==> config.mk <==
export PLATFORM = sky130hd
export DESIGN_NAME = seq_pattern_detector
export DESIGN_NICKNAME = d
export VERILOG_FILES = /design/src/rtl/seq_pattern_detector.sv
export SDC_FILE = /design/constraint.sdc
export NUM_CORES = 1
export LEC_CHECK = 0
export ABC_AREA = 1
export ABC_CLOCK_PERIOD_IN_PS = 1350
export CAP_MARGIN = 5
export CORE_ASPECT_RATIO = 1.4
export CORE_MARGIN = 3
export CORE_UTILIZATION = 40
export DETAILED_ROUTE_END_ITERATION = 6
export MAX_ROUTING_LAYER = met4
export PLACE_DENSITY = 0.68
export SETUP_SLACK_MARGIN = 0.5
export SLEW_MARGIN = 10
export SYNTH_ARGS = -nofsm -noshare
export SYNTH_HDL_FRONTEND = slang
export SYNTH_SLANG_ARGS = --single-unit
==> constraint.sdc <==
create_clock -name clk -period 1.35 [get_ports clk]
set_input_delay 0.27 -clock clk [delete_from_list [all_inputs] [get_ports clk]]
set_output_delay 0.27 -clock clk [all_outputs]
set_load 0.03 [all_outputs]
==> src/rtl/seq_pattern_detector.sv <==
// Qualified-stream pattern detector: Mealy (y2_out) and Moore (y1_out) match flags, with
// overlapping or non-overlapping detection. Define SEQ_PATTERN_DETECTOR_COUNT_EN to build the
// saturating match counter; otherwise count_out is tied to zero.
module seq_pattern_detector #(
  parameter int unsigned SYM_W   = 2,
  parameter int unsigned SEQ_LEN = 4,
  parameter int unsigned CNT_W   = 8
) (
  input  logic                     clk,
  input  logic                     reset,
  input  logic                     valid_in,
  input  logic [SYM_W-1:0]         sym_in,
  input  logic                     load_in,
  input  logic [SYM_W*SEQ_LEN-1:0] pattern_in,
  input  logic                     overlap_in,
  output logic                     y2_out,
  output logic                     y1_out,
  output logic [CNT_W-1:0]         count_out
);

  localparam int unsigned FillW = $clog2(SEQ_LEN);
  localparam logic [FillW-1:0] FillMax = FillW'(SEQ_LEN - 1);

  // Element k of the pattern is the k-th expected symbol; history element 0 is the oldest.
  logic [SEQ_LEN-1:0][SYM_W-1:0] pattern_q, pattern_d;
  logic [SEQ_LEN-2:0][SYM_W-1:0] hist_q, hist_d;
  logic [FillW-1:0]              fill_q, fill_d;
  logic                          y1_q;

  logic hist_full;
  logic prefix_eq;
  logic last_eq;
  logic match;

  always_comb begin
    hist_full = (fill_q == FillMax);
    prefix_eq = (hist_q == pattern_q[SEQ_LEN-2:0]);
    last_eq   = (sym_in == pattern_q[SEQ_LEN-1]);
    match     = valid_in & ~load_in & ~reset & hist_full & prefix_eq & last_eq;
  end

  always_comb begin
    pattern_d = pattern_q;
    hist_d    = hist_q;
    fill_d    = fill_q;
    if (load_in) begin
      pattern_d = pattern_in;
      fill_d    = '0;
    end else if (valid_in) begin
      for (int unsigned i = 0; i < SEQ_LEN - 2; i++) begin
        hist_d[i] = hist_q[i+1];
      end
      hist_d[SEQ_LEN-2] = sym_in;
      // Non-overlapping mode forces a full fresh sequence before the next match.
      if (match && !overlap_in) begin
        fill_d = '0;
      end else if (!hist_full) begin
        fill_d = fill_q + FillW'(1);
      end
    end
  end

  always_ff @(posedge clk) begin
    if (reset) begin
      pattern_q <= '0;
      hist_q    <= '0;
      fill_q    <= '0;
      y1_q      <= 1'b0;
    end else begin
      pattern_q <= pattern_d;
      hist_q    <= hist_d;
      fill_q    <= fill_d;
      y1_q      <= match;
    end
  end

  assign y2_out = match;
  assign y1_out = y1_q;

`ifdef SEQ_PATTERN_DETECTOR_COUNT_EN
  logic [CNT_W-1:0] count_q, count_d;

  always_comb begin
    count_d = count_q;
    if (load_in) begin
      count_d = '0;
    end else if (match && (count_q != {CNT_W{1'b1}})) begin
      count_d = count_q + CNT_W'(1);
    end
  end

  always_ff @(posedge clk) begin
    if (reset) begin
      count_q <= '0;
    end else begin
      count_q <= count_d;
    end
  end

  assign count_out = count_q;
`else
  assign count_out = '0;
`endif

endmodule

* Yosys cells after proc, flatten, opt, wreduce, memory -nomap -nowiden
Index checks and enable logic that the tools add are counted.
** Storage, ports and cells
- Register bits after elaboration :: 17
- Input port bits :: 15
- Word-level logic and storage cells :: 28
** Operators by class
- Reductions and logical operators :: 5
- $add $sub $neg :: 1
- Equality and inequality tests :: 4
- Bitwise operators :: 7
- Multiplexer cells :: 2
** Operator list (count)
- == test 6 bit :: 1
- AND 1 bit :: 5
- two-way mux 2 bit :: 2
- AND reduction 2 bit :: 2
- adder 2 x 1 -> 2 bit, second input constant :: 1
- == test 2 bit :: 1
- == test 2 bit, second input constant :: 1
- != test 2 x 1 -> 1 bit, second input constant :: 1
- NOT 1 bit :: 2
- OR reduction 2 bit :: 1
- logical AND 1 bit :: 1
- logical NOT 1 bit :: 1

* Logic depth before layout (Yosys ltp)
- Word-level depth :: 9
- Depth in mapped cells :: 10

* Least setup slack after synthesis
OpenSTA, ideal clock, no wires.
- Path kind :: input -> output
- Start :: input port reset
- End :: output port y2_out
- Slack :: -0.180 ns
- Arrival :: 1.260 ns
- Cell stages on the path :: 5
- Data required time :: 1.080 ns
- Cells stage by stage :: inv_1 -> nand2_1 -> nor4_1 -> nand4_1 -> nor2_1
** On the way
- Longest elaborated chain between the ends :: 5
** Ends and longest elaborated chain
- from (decl) :: RTL line 10 : input logic reset,
- NOT 1 bit :: RTL line 39 : match = valid_in & ~load_in & ~reset & hist_full & prefix_eq & last_eq;
- AND 1 bit (4 in a row) :: RTL line 39
- to (decl) :: RTL line 16 : output logic y2_out,
No other way between the ends.

* Worst setup path in the final report
- Start :: register hist_q[4] (netlist bit)
- End :: output port y2_out
** On the way
- Longest elaborated chain between the ends :: 3
** Ends and longest elaborated chain
- from (decl) :: RTL line 26 : logic [SEQ_LEN-2:0][SYM_W-1:0] hist_q, hist_d;
- from (signal assigned) :: RTL line 71 : hist_q <= hist_d;
- == test 6 bit :: RTL line 37 : prefix_eq = (hist_q == pattern_q[SEQ_LEN-2:0]);
- AND 1 bit (2 in a row) :: RTL line 39
No other way between the ends.

==> qor.log <==
qor: sta.setup_viol 4
qor: synth.postSynth.topFlopCell sky130_fd_sc_hd__dfxtp_1
qor: floorplan.design.core.area 2000 um2
qor: power_and_ir_drop.ir_drop 636 uV
qor: clocking.tritoncts_num_sinks 17
qor: clocking.clk_latency 290 ps
qor: synth.postSynth.asyncResetShare 0%
qor: route.detail_route.drc_violations 0
qor: synth.netlist_area 865 um2
qor: sta.fin_crit_sh 130%
qor: placed_design.hpwlAfterDp 1510 um
qor: route.detail-route-antenna-nets 0
qor: route.wl_per_cell 11.7 um
qor: route.detailroute.via_count 939
qor: placed_design.io_buffers 16
qor: finish.drive_gt1_share 44.3%
qor: hold_path.worstHoldPathCells 3
qor: placed_design.placed_instances 175
qor: route.routed_wl 2310 um
qor: synth.yosysWarningCount 0
qor: sta.finalWorstSetupSlack -409 ps
qor: synth.synth_seq_cells 17
qor: global_routing.grt_start_max_net_pins 15
qor: finish.signed_area_change_from_the_synthesized_netlist_to_the_final_layout 69.3%
qor: global_routing.globalRouteTotalUtil 17.9%
qor: clocking.tritoncts built
qor: route.dr.first_iter.drc_count 14
qor: setup_path.crit_path_launch_type flip-flop
qor: clocking.cts-root-to-sink-buffers 2
qor: finish.final-seq-area 352 um2
qor: floorplan.initial_utilization 43.3%
qor: finish.net_count_reported_at_finish 193
qor: run_status.outcome complete, but fails checks
qor: clocking.htree_num_levels 1
qor: finish.nFillCells 165
qor: synth.synthCells 128
qor: run_status.failed_checks setup timing
qor: floorplan.design.die.area 2760 um2
qor: sta.final-hold-violation-count 0
qor: global_routing.gr_overflow_total 0
qor: global_routing.number_of_antenna_violations_at_the_first_check_in_global_routing 0
qor: power_and_ir_drop.total_leakage_power 0.000654 uW
qor: route.drt-vias-per-instance 4.77
qor: floorplan.rows 19
qor: placed_design.place_congestion 0.751
qor: flow_run.max_cap_violations 0
qor: setup_path.r2r_worst_path_depth 9
qor: sta.grt_setup_unrepaired true
qor: sta.worst_clock_skew 2.74 ps
qor: route.drt_first_pass_iters 4
qor: sta.final.hold.worst_slack 259 ps
qor: finish.multi_input_gate_area_in_the_final_layout 551 um2
qor: floorplan.pin_count 25
qor: synth.post_synth.cell_area_avg 6.75 um2
qor: synth.synth_sequential_area_ratio 39.4%
qor: setup_path.crit_path_end_kind output port
qor: setup_path.critical_path_class flip-flop to output port
qor: sta.final_max_slew_viol_count 0
qor: clocking.cts_buffers 3
qor: setup_path.cp.required 1080 ps
qor: clocking.worst_setup_hold_path_clk_slew 100 ps
qor: synth.yosysUniqueCellTypes 18
qor: hold_path.min-delay-path-class input port to flip-flop
qor: finish.diodes 0
qor: sta.final.min_clock_period 1760 ps
qor: finish.finalNonFillerCells 197
qor: power_and_ir_drop.power.density 805 nW/um2
qor: clocking.clock_tree.root_cell sky130_fd_sc_hd__clkbuf_4
qor: synth.synth_enable_flop_cells 0
qor: floorplan.die_h 61.0 um
qor: setup_path.critical_path_arrival 1490 ps
qor: sta.timing.fmax 0.568 GHz
qor: setup_path.path_max_fanout 3
qor: floorplan.die-width 45.3 um
qor: global_routing.first_global_vias 869
qor: global_routing.grt_pass1_wl 3520 um
[per-stage QoR]
step / utilization [%] / area [um2] / TNS (ps) / power [uW] / worst slack, ps
after floorplan: - / 941 / 0 / 719 / 20.8
after global placement: 57.8 / 1150 / -2080 / 799 / -414
after detailed placement: 57.8 / 1150 / -2280 / 806 / -433
after CTS: 68.9 / 1380 / -1230 / 1130 / -379
after global routing: 73.3 / 1460 / -1720 / 1240 / -503
final: 73.3 / 1460 / -1300 / 1180 / -409
[synthesized netlist by cell type (2+ instances only)]
cell / count / area [um2]
sky130_fd_sc_hd__nor2_1: 19 / 71.3
sky130_fd_sc_hd__nand3_1: 4 / 20.0
sky130_fd_sc_hd__nand2_1: 22 / 82.6
sky130_fd_sc_hd__o21ai_0: 14 / 70.1
sky130_fd_sc_hd__a21oi_1: 14 / 70.1
sky130_fd_sc_hd__dfxtp_1: 17 / 340
sky130_fd_sc_hd__inv_1: 18 / 67.6
sky130_fd_sc_hd__clkbuf_1: 2 / 7.51
sky130_fd_sc_hd__buf_4: 8 / 60.1
sky130_fd_sc_hd__xnor2_1: 2 / 17.5
[critical path, stage by stage, from the launching register on]
cell and delay (ps):
sky130_fd_sc_hd__dfxtp_2 360, sky130_fd_sc_hd__nand2_2 90, sky130_fd_sc_hd__a221oi_2 270, sky130_fd_sc_hd__nand4_1 210, sky130_fd_sc_hd__nor2_4 130, sky130_fd_sc_hd__buf_6 130
[where the power goes]
group          internal, uW  switching [uW]
Sequential              535            21.6
Clock                   115             159
Combinational           174             174
[registers in the layout (all words and copies together) (netlist names)]
| signal | cells |
|---|---|
| fill_q | 2 |
| hist_q | 6 |
| y1_out | 1 |
| pattern_q | 8 |
[what timing repair did]
action                                  in CTS  in global routing
pin swaps                                   12                  8
buffers inserted                            16                  1
resized for setup                           40                 29
hold buffers                                 0                  0
gates cloned                                 0                  1
endpoints found under the setup margin      19                 18
[layer usage]
layer  routed length [um]  vias to the layer above  track usage [%]
met5                    0                        -                -
met4                   40                        0             7.53
met3                   64                        4             1.75
met2                 1340                       16             33.0
met1                  861                      431             18.8
li1                     -                      488                -
[cell families after synthesis]
kind of cell	Yosys count	synth area share (%)
AOI/OAI and AO/OA	29	17.2
buffers and inverters	29	16.1
other	1	0.434
xor gates and xnor gates	2	2.03
adders and majority gates	1	1.45
and+or+nand+nor	49	23.4
DFF	17	39.4
[layout make-up]
cell class              count  area share [%]
clock buffers               4            1.79
inverters                  19            5.04
multi-input cells          90            37.6
flip-flops and latches     17            24.0
well taps                  21            1.79
repair buffers             46            29.7
[layout by cell type, fill, tap and decap left out, types with 2 or more instances in the layout]
cell | synthesis | final
sky130_fd_sc_hd__inv_1 | 18 | 12
sky130_fd_sc_hd__buf_6 | 0 | 15
sky130_fd_sc_hd__nand2_1 | 22 | 13
sky130_fd_sc_hd__dlygate4sd2_1 | 0 | 3
sky130_fd_sc_hd__buf_4 | 8 | 16
sky130_fd_sc_hd__nand2_4 | 0 | 2
sky130_fd_sc_hd__nor2_1 | 19 | 14
sky130_fd_sc_hd__dfxtp_2 | 0 | 9
sky130_fd_sc_hd__a21oi_1 | 14 | 13
sky130_fd_sc_hd__o21ai_1 | 0 | 9
sky130_fd_sc_hd__conb_1 | 1 | 8
sky130_fd_sc_hd__o21ai_0 | 14 | 4
sky130_fd_sc_hd__inv_2 | 1 | 6
sky130_fd_sc_hd__nand3_2 | 1 | 4
sky130_fd_sc_hd__clkbuf_4 | 0 | 3
sky130_fd_sc_hd__nor2_2 | 0 | 4
sky130_fd_sc_hd__nand2_2 | 1 | 7
sky130_fd_sc_hd__nand2_8 | 0 | 2
sky130_fd_sc_hd__dfxtp_1 | 17 | 8
sky130_fd_sc_hd__clkdlybuf4s50_1 | 0 | 10
[path summary, 6_finish.rpt]
kind,start,to,slack [ps]
hold reg to reg,pattern_q[7],pattern_q[7],480
setup reg to reg,hist_q[4],y1_out,-320
hold / removal,load_in,pattern_q[1],260
setup / recovery,hist_q[4],y2_out,-410
(Power assumes the default switching activity.)
